$ cat src/rtl/wb_stage_pkg.sv
// wb_stage_pkg: shared widths, load-type encodings and write-enable constant for the write-back stage
package wb_stage_pkg;
  localparam int DATA_WIDTH = 32;
  localparam int ADDR_WIDTH = 5;
  localparam logic [2:0] LD_ALU = 3'd0;
  localparam logic [2:0] LD_LB  = 3'd1;
  localparam logic [2:0] LD_LBU = 3'd2;
  localparam logic [2:0] LD_LH  = 3'd3;
  localparam logic [2:0] LD_LHU = 3'd4;
  localparam logic [2:0] LD_LW  = 3'd5;
  localparam logic [2:0] LD_LWL = 3'd6;
  localparam logic [2:0] LD_LWR = 3'd7;
  localparam logic [3:0] WEN_ALL = 4'b1111;
endpackage

$ cat src/rtl/wb_stage_load_align.sv
// load_align: combinational load extraction (byte/half extension) and LWL/LWR merge, little-endian
module load_align
  import wb_stage_pkg::*;
(
  input  logic [2:0]            ld_type,
  input  logic [1:0]            addr_lo,
  input  logic [DATA_WIDTH-1:0] mem_rdata,
  input  logic [DATA_WIDTH-1:0] rt_value,
  input  logic [DATA_WIDTH-1:0] alu_result,
  output logic [DATA_WIDTH-1:0] wdata
);
  logic [7:0]  b;
  logic [15:0] h;
  logic [31:0] lwl, lwr;
  assign b = mem_rdata[8*addr_lo +: 8];
  assign h = addr_lo[1] ? mem_rdata[31:16] : mem_rdata[15:0];
  // LWL fills the high bytes of rt, LWR the low bytes
  assign lwl = addr_lo == 2'd0 ? {mem_rdata[7:0], rt_value[23:0]} :
               addr_lo == 2'd1 ? {mem_rdata[15:0], rt_value[15:0]} :
               addr_lo == 2'd2 ? {mem_rdata[23:0], rt_value[7:0]} : mem_rdata;
  assign lwr = addr_lo == 2'd0 ? mem_rdata :
               addr_lo == 2'd1 ? {rt_value[31:24], mem_rdata[31:8]} :
               addr_lo == 2'd2 ? {rt_value[31:16], mem_rdata[31:16]} :
                                 {rt_value[31:8], mem_rdata[31:24]};
  always_comb begin
    wdata = alu_result;
    case (ld_type)
      LD_LB:   wdata = {{24{b[7]}}, b};
      LD_LBU:  wdata = {24'd0, b};
      LD_LH:   wdata = {{16{h[15]}}, h};
      LD_LHU:  wdata = {16'd0, h};
      LD_LW:   wdata = mem_rdata;
      LD_LWL:  wdata = lwl;
      LD_LWR:  wdata = lwr;
      default: wdata = alu_result;
    endcase
  end
endmodule

$ cat src/rtl/wb_stage.sv
// wb_stage: write-back pipeline register driving the register file write port and forwarding info
// Optional WB_DEBUG_EN adds debug_wb_* trace outputs mirroring the retired write.
module wb_stage
  import wb_stage_pkg::*;
(
  input  logic                  clk,
  input  logic                  resetn,
  input  logic                  ms_to_ws_valid,
  output logic                  ws_allowin,
  input  logic [31:0]           ms_pc,
  input  logic [ADDR_WIDTH-1:0] ms_dest,
  input  logic                  ms_rf_we,
  input  logic [2:0]            ms_ld_type,
  input  logic [1:0]            ms_addr_lo,
  input  logic [DATA_WIDTH-1:0] ms_alu_result,
  input  logic [DATA_WIDTH-1:0] ms_mem_rdata,
  input  logic [DATA_WIDTH-1:0] ms_rt_value,
  input  logic                  ws_flush,
  output logic [ADDR_WIDTH-1:0] rf_waddr,
  output logic [3:0]            rf_wen,
  output logic [DATA_WIDTH-1:0] rf_wdata,
  output logic                  ws_fwd_valid,
  output logic [ADDR_WIDTH-1:0] ws_fwd_dest,
  output logic [DATA_WIDTH-1:0] ws_fwd_data
`ifdef WB_DEBUG_EN
  ,
  output logic [31:0]           debug_wb_pc,
  output logic [3:0]            debug_wb_rf_wen,
  output logic [4:0]            debug_wb_rf_wnum,
  output logic [31:0]           debug_wb_rf_wdata
`endif
);
  logic                  ws_valid, rf_we, wr;
  logic [ADDR_WIDTH-1:0] dest;
  logic [2:0]            ld_type;
  logic [1:0]            addr_lo;
  logic [DATA_WIDTH-1:0] alu_result, mem_rdata, rt_value;
  logic                  accept;
  assign accept = ms_to_ws_valid && !ws_flush;
  always_ff @(posedge clk or negedge resetn) begin
    if (!resetn) begin
      ws_valid   <= 1'b0;
      dest       <= '0;
      rf_we      <= 1'b0;
      ld_type    <= '0;
      addr_lo    <= '0;
      alu_result <= '0;
      mem_rdata  <= '0;
      rt_value   <= '0;
    end else begin
      ws_valid <= accept;
      if (accept) begin
        dest       <= ms_dest;
        rf_we      <= ms_rf_we;
        ld_type    <= ms_ld_type;
        addr_lo    <= ms_addr_lo;
        alu_result <= ms_alu_result;
        mem_rdata  <= ms_mem_rdata;
        rt_value   <= ms_rt_value;
      end
    end
  end
  load_align u_align (
    .ld_type    (ld_type),
    .addr_lo    (addr_lo),
    .mem_rdata  (mem_rdata),
    .rt_value   (rt_value),
    .alu_result (alu_result),
    .wdata      (rf_wdata)
  );
  assign ws_allowin   = 1'b1;
  assign wr           = ws_valid && rf_we && dest != '0;
  assign rf_waddr     = dest;
  assign rf_wen       = wr ? WEN_ALL : 4'b0000;
  assign ws_fwd_valid = wr;
  assign ws_fwd_dest  = dest;
  assign ws_fwd_data  = rf_wdata;
`ifdef WB_DEBUG_EN
  logic [31:0] pc;
  always_ff @(posedge clk or negedge resetn) begin
    if (!resetn) pc <= '0;
    else if (accept) pc <= ms_pc;
  end
  assign debug_wb_pc       = pc;
  assign debug_wb_rf_wen   = rf_wen;
  assign debug_wb_rf_wnum  = rf_waddr;
  assign debug_wb_rf_wdata = rf_wdata;
`else
  logic unused_pc;
  assign unused_pc = ^ms_pc;
`endif
endmodule

$ cat config.mk
export PLATFORM = sky130hd
export DESIGN_NAME = wb_stage
export DESIGN_NICKNAME = d
export VERILOG_FILES = /design/src/rtl/wb_stage_pkg.sv /design/src/rtl/wb_stage_load_align.sv /design/src/rtl/wb_stage.sv
export SDC_FILE = /design/constraint.sdc
export NUM_CORES = 1
export LEC_CHECK = 0
export CELL_PAD_IN_SITES_DETAIL_PLACEMENT = 1
export CELL_PAD_IN_SITES_GLOBAL_PLACEMENT = 2
export CORE_MARGIN = 2
export CORE_UTILIZATION = 28
export DETAILED_ROUTE_END_ITERATION = 10
export HOLD_SLACK_MARGIN = 0.06
export PLACE_DENSITY = 0.91
export SYNTH_ARGS = -nofsm -noshare
export SYNTH_HDL_FRONTEND = slang
export SYNTH_SLANG_ARGS = --single-unit
export TNS_END_PERCENT = 100
$ cat constraint.sdc
create_clock -name clk -period 3.7 [get_ports clk]
set_clock_uncertainty 0.2 [all_clocks]
set_input_delay 1.11 -clock clk [delete_from_list [all_inputs] [get_ports clk]]
set_output_delay 1.11 -clock clk [all_outputs]
set_load 0.1 [all_outputs]
==> impl_results.md, run 1 <==
- Outcome: finished, violations left
- Failing checks: setup timing
- CTS max path bufs: 2
- DR WL/cell: 22.3 um
- Seq/Total Area, Yosys: 40.0%
- Proportion of layout cells with a drive suffix above 1: 44.2%
- Die height: 159 um
- Top_reg_cell synth: dfrtp_1
- Crit-path max cell delay: 500 ps
- Post-synth ARST share: 100%
- Worst setup margin: -69.0 ps
- Initial Util: 28.6%
- Max-Cap Viols: 0
- TritonCTS buffer count: 9
- Antenna-violating nets left: 0
- Synth-to-Final Area Change: 57.3%
- Worst hold slack: 302 ps
- TritonCTS clock tree: built
- Global Route Usage Sum: 19.6%
- CP max stage cell: dfrtp_4
- Crit path required time: 2390 ps
- Leak: 4.33 nW
- Syn_nets: 790
- Synth unique cells: 54
- Fin crit share: 102%
- Unrepaired setup endpoints after global routing: yes
- Dpl ws: 105 ps
- Flops & latches, synth: 108
- Worst-margin pin slew: 686 ps
- Placer congestion estimate: 0.931
- Clock sink count: 108
- Mapped Cells: 647
- CP startpoint kind: flip-flop
- Finished Layout Cells: 1158
- Final Setup Violations: 22
- Synth warn: 0
- Layout Nets: 977
- Routed wire length: 25800 um
- Pwr Total: 7.36 mW
- Max IR drop VDD: 0.000506 V
- Synth area leaders: dfrtp_1 40%, mux2_2 17%, mux2i_1 6.5%, buf_4 5.6%, a21oi_1 2.5%
- Die width: 159 um
- Inserted Diodes: 0
- Most common cell in the synthesized netlist: dfrtp_1
- Final Cell Area: 10600 um2
- Min Tclk post-route: 3770 ps
- Synth top area share: 40.0%
- Syn_area_per_cell: 10.5 um2
- Slew HR: 54.2%
- Arrival time worst endpoint: 2460 ps
- Number of H-tree levels: 3
- CP endpoint kind: output port
- Vias/cell: 5.27
- Cell taking the most area after synthesis: dfrtp_1
- CP max FO: 13
- DR vias: 6107
- HPWL Detailed: 19600 um
- Pwr dens: 692 nW/um2
- Setup TNS: -561 ps
- Total overflow reported by the global router: 0
- Clk_lat worst skew: 360 ps
- Fill cells: 2486
- Root buffer cell: clkbuf_16
- 1st-pass router iterations: 5
- Row count: 56
- Area of the multi-input gates: 3950 um2
- CP Cell Sequence: buf_12 -> buf_6 -> nor2b_2 -> buf_4 -> o2bb2ai_1 -> a32oi_1 -> nand2_1 -> a21o_2 -> buf_12
- Port Buf Inserts: 189
- Finished Core Util: 45.1%
- F_max: 265 MHz
- Drc violations: 0
- Post-Place Cell Area: 9790 um2
- Die area: 25400 um2
- Vias in the first global route: 6422
- Most used cell, CP: buf_12
- Synthesized area: 6760 um2
- Global-route wire length before repair: 38600 um
- Commonest cells post-synth: 108 x dfrtp_1, 103 x mux2_2, 50 x buf_4, 44 x mux2i_1, 38 x nand2_1
- Worst-path clk slew: 70 ps
- Dpl cells: 1126
- Antenna violations before repair: 1
- FF+latch area: 2710 um2
- Crit Path Class: reg2out
- Largest net degree at the start of global routing: 53
- Initial DRC Count: 400
- Slew Viols, Final: 0
- EDFF count, synth: 0
- I/O Pins: 223
- Endpoints failing hold: 0
- Worst Hold Class: reg2reg
- # hold bufs at CTS: 0
- Core area: 23600 um2
==> final cells by class <==
class / instances / share of cell area, %
Clock buffer: 10 / 2.25
Clock inverter: 6 / 0.670
Inverter: 10 / 0.388
Multi-Input combinational cell: 438 / 37.1
Sequential cell: 108 / 25.5
Tap cell: 319 / 3.75
Timing Repair Buffer: 267 / 30.3
==> repair_timing <==
action / CTS / global route
gates resized for setup: 40 / 44
setup buffers: 5 / 10
cloned: 0 / 1
setup endpoints to repair: 64 / 62
pin swaps: 10 / 13
==> state kept, by name, indices dropped and copies added, names as in the netlist <==
signal	flops
addr_lo	2
alu_result	32
mem_rdata	32
rf_we	1
ld_type	3
rf_waddr	5
rt_value	32
ws_valid	1
==> placed cells by master, fill, tap and decap left out, types with 3 or more instances in the layout <==
cell             instances
a211oi_1                21
a21oi_1                 28
a21oi_2                  7
a221oi_1                 3
a221oi_4                 5
a22o_1                   6
a22o_2                   3
a31oi_4                  5
buf_12                  73
buf_4                   74
buf_6                   10
clkbuf_16                9
clkdlybuf4s50_1        109
dfrtp_1                103
dfrtp_2                  3
inv_1                    7
mux2_1                   5
mux2_2                  99
mux2_4                   8
mux2i_1                 37
mux2i_4                  7
nand2_1                 32
nand2_2                  4
nand2_4                  3
nand3_1                  4
nor2_1                  30
nor2_2                   4
nor2b_1                  7
nor3_1                   4
o21ai_0                 27
o21ai_1                  5
o21ai_2                  5
o22a_2                  10
o22ai_1                 16
o32a_4                   6
o32ai_1                  3
==> cell families after synthesis <==
group	Yosys count	synth area share, %
mux	157	25.7
fa+ha+maj	2	0.296
flops	108	40.0
simple gates	100	6.57
other cells	1	0.0555
compound gates	178	18.2
buf+inv	101	9.21
==> where the power goes <==
part | leakage, nW | internal [mW] | switching (mW)
clock network | 0.146 | 0.550 | 0.473
logic | 2.92 | 1.78 | 2.98
registers | 1.27 | 1.35 | 0.225
==> worst paths after layout <==
kind,startpoint,endpoint,slack [ps],depth (start not counted)
worst max-delay path,addr_lo[1],rf_wdata[13],-70,9
worst min-delay path,alu_result[13],alu_result[13],300,1
worst max register to register,addr_lo[1],addr_lo[1],2140,5
worst min register to register,alu_result[13],alu_result[13],300,1
max in group asynchronous,resetn,alu_result[1],2070,2
min in group asynchronous,resetn,rt_value[22],470,1
==> worst max-delay path, delay by kind of cell, from the launching register on <==
family	cells	cell delay [ps]
AOI/OAI and AO/OA	3	630
DFF	1	500
buffers and inverters	4	670
and+or+nand+nor	2	270
==> metal layers <==
layer	track usage (%)	routed length [um]	vias up
met5	0	12	-
met4	5.29	612	2
met3	3.59	1300	40
met2	33.9	13000	234
met1	25.1	10900	3114
li1	-	-	2717
Power figures use the tool's default switching activity.
==> run 2: changes to the inputs <==
- SLEW_MARGIN: default -> 30
==> results of run 2 <==
The final DEF is identical to that of run 1; final timing and power are the same.
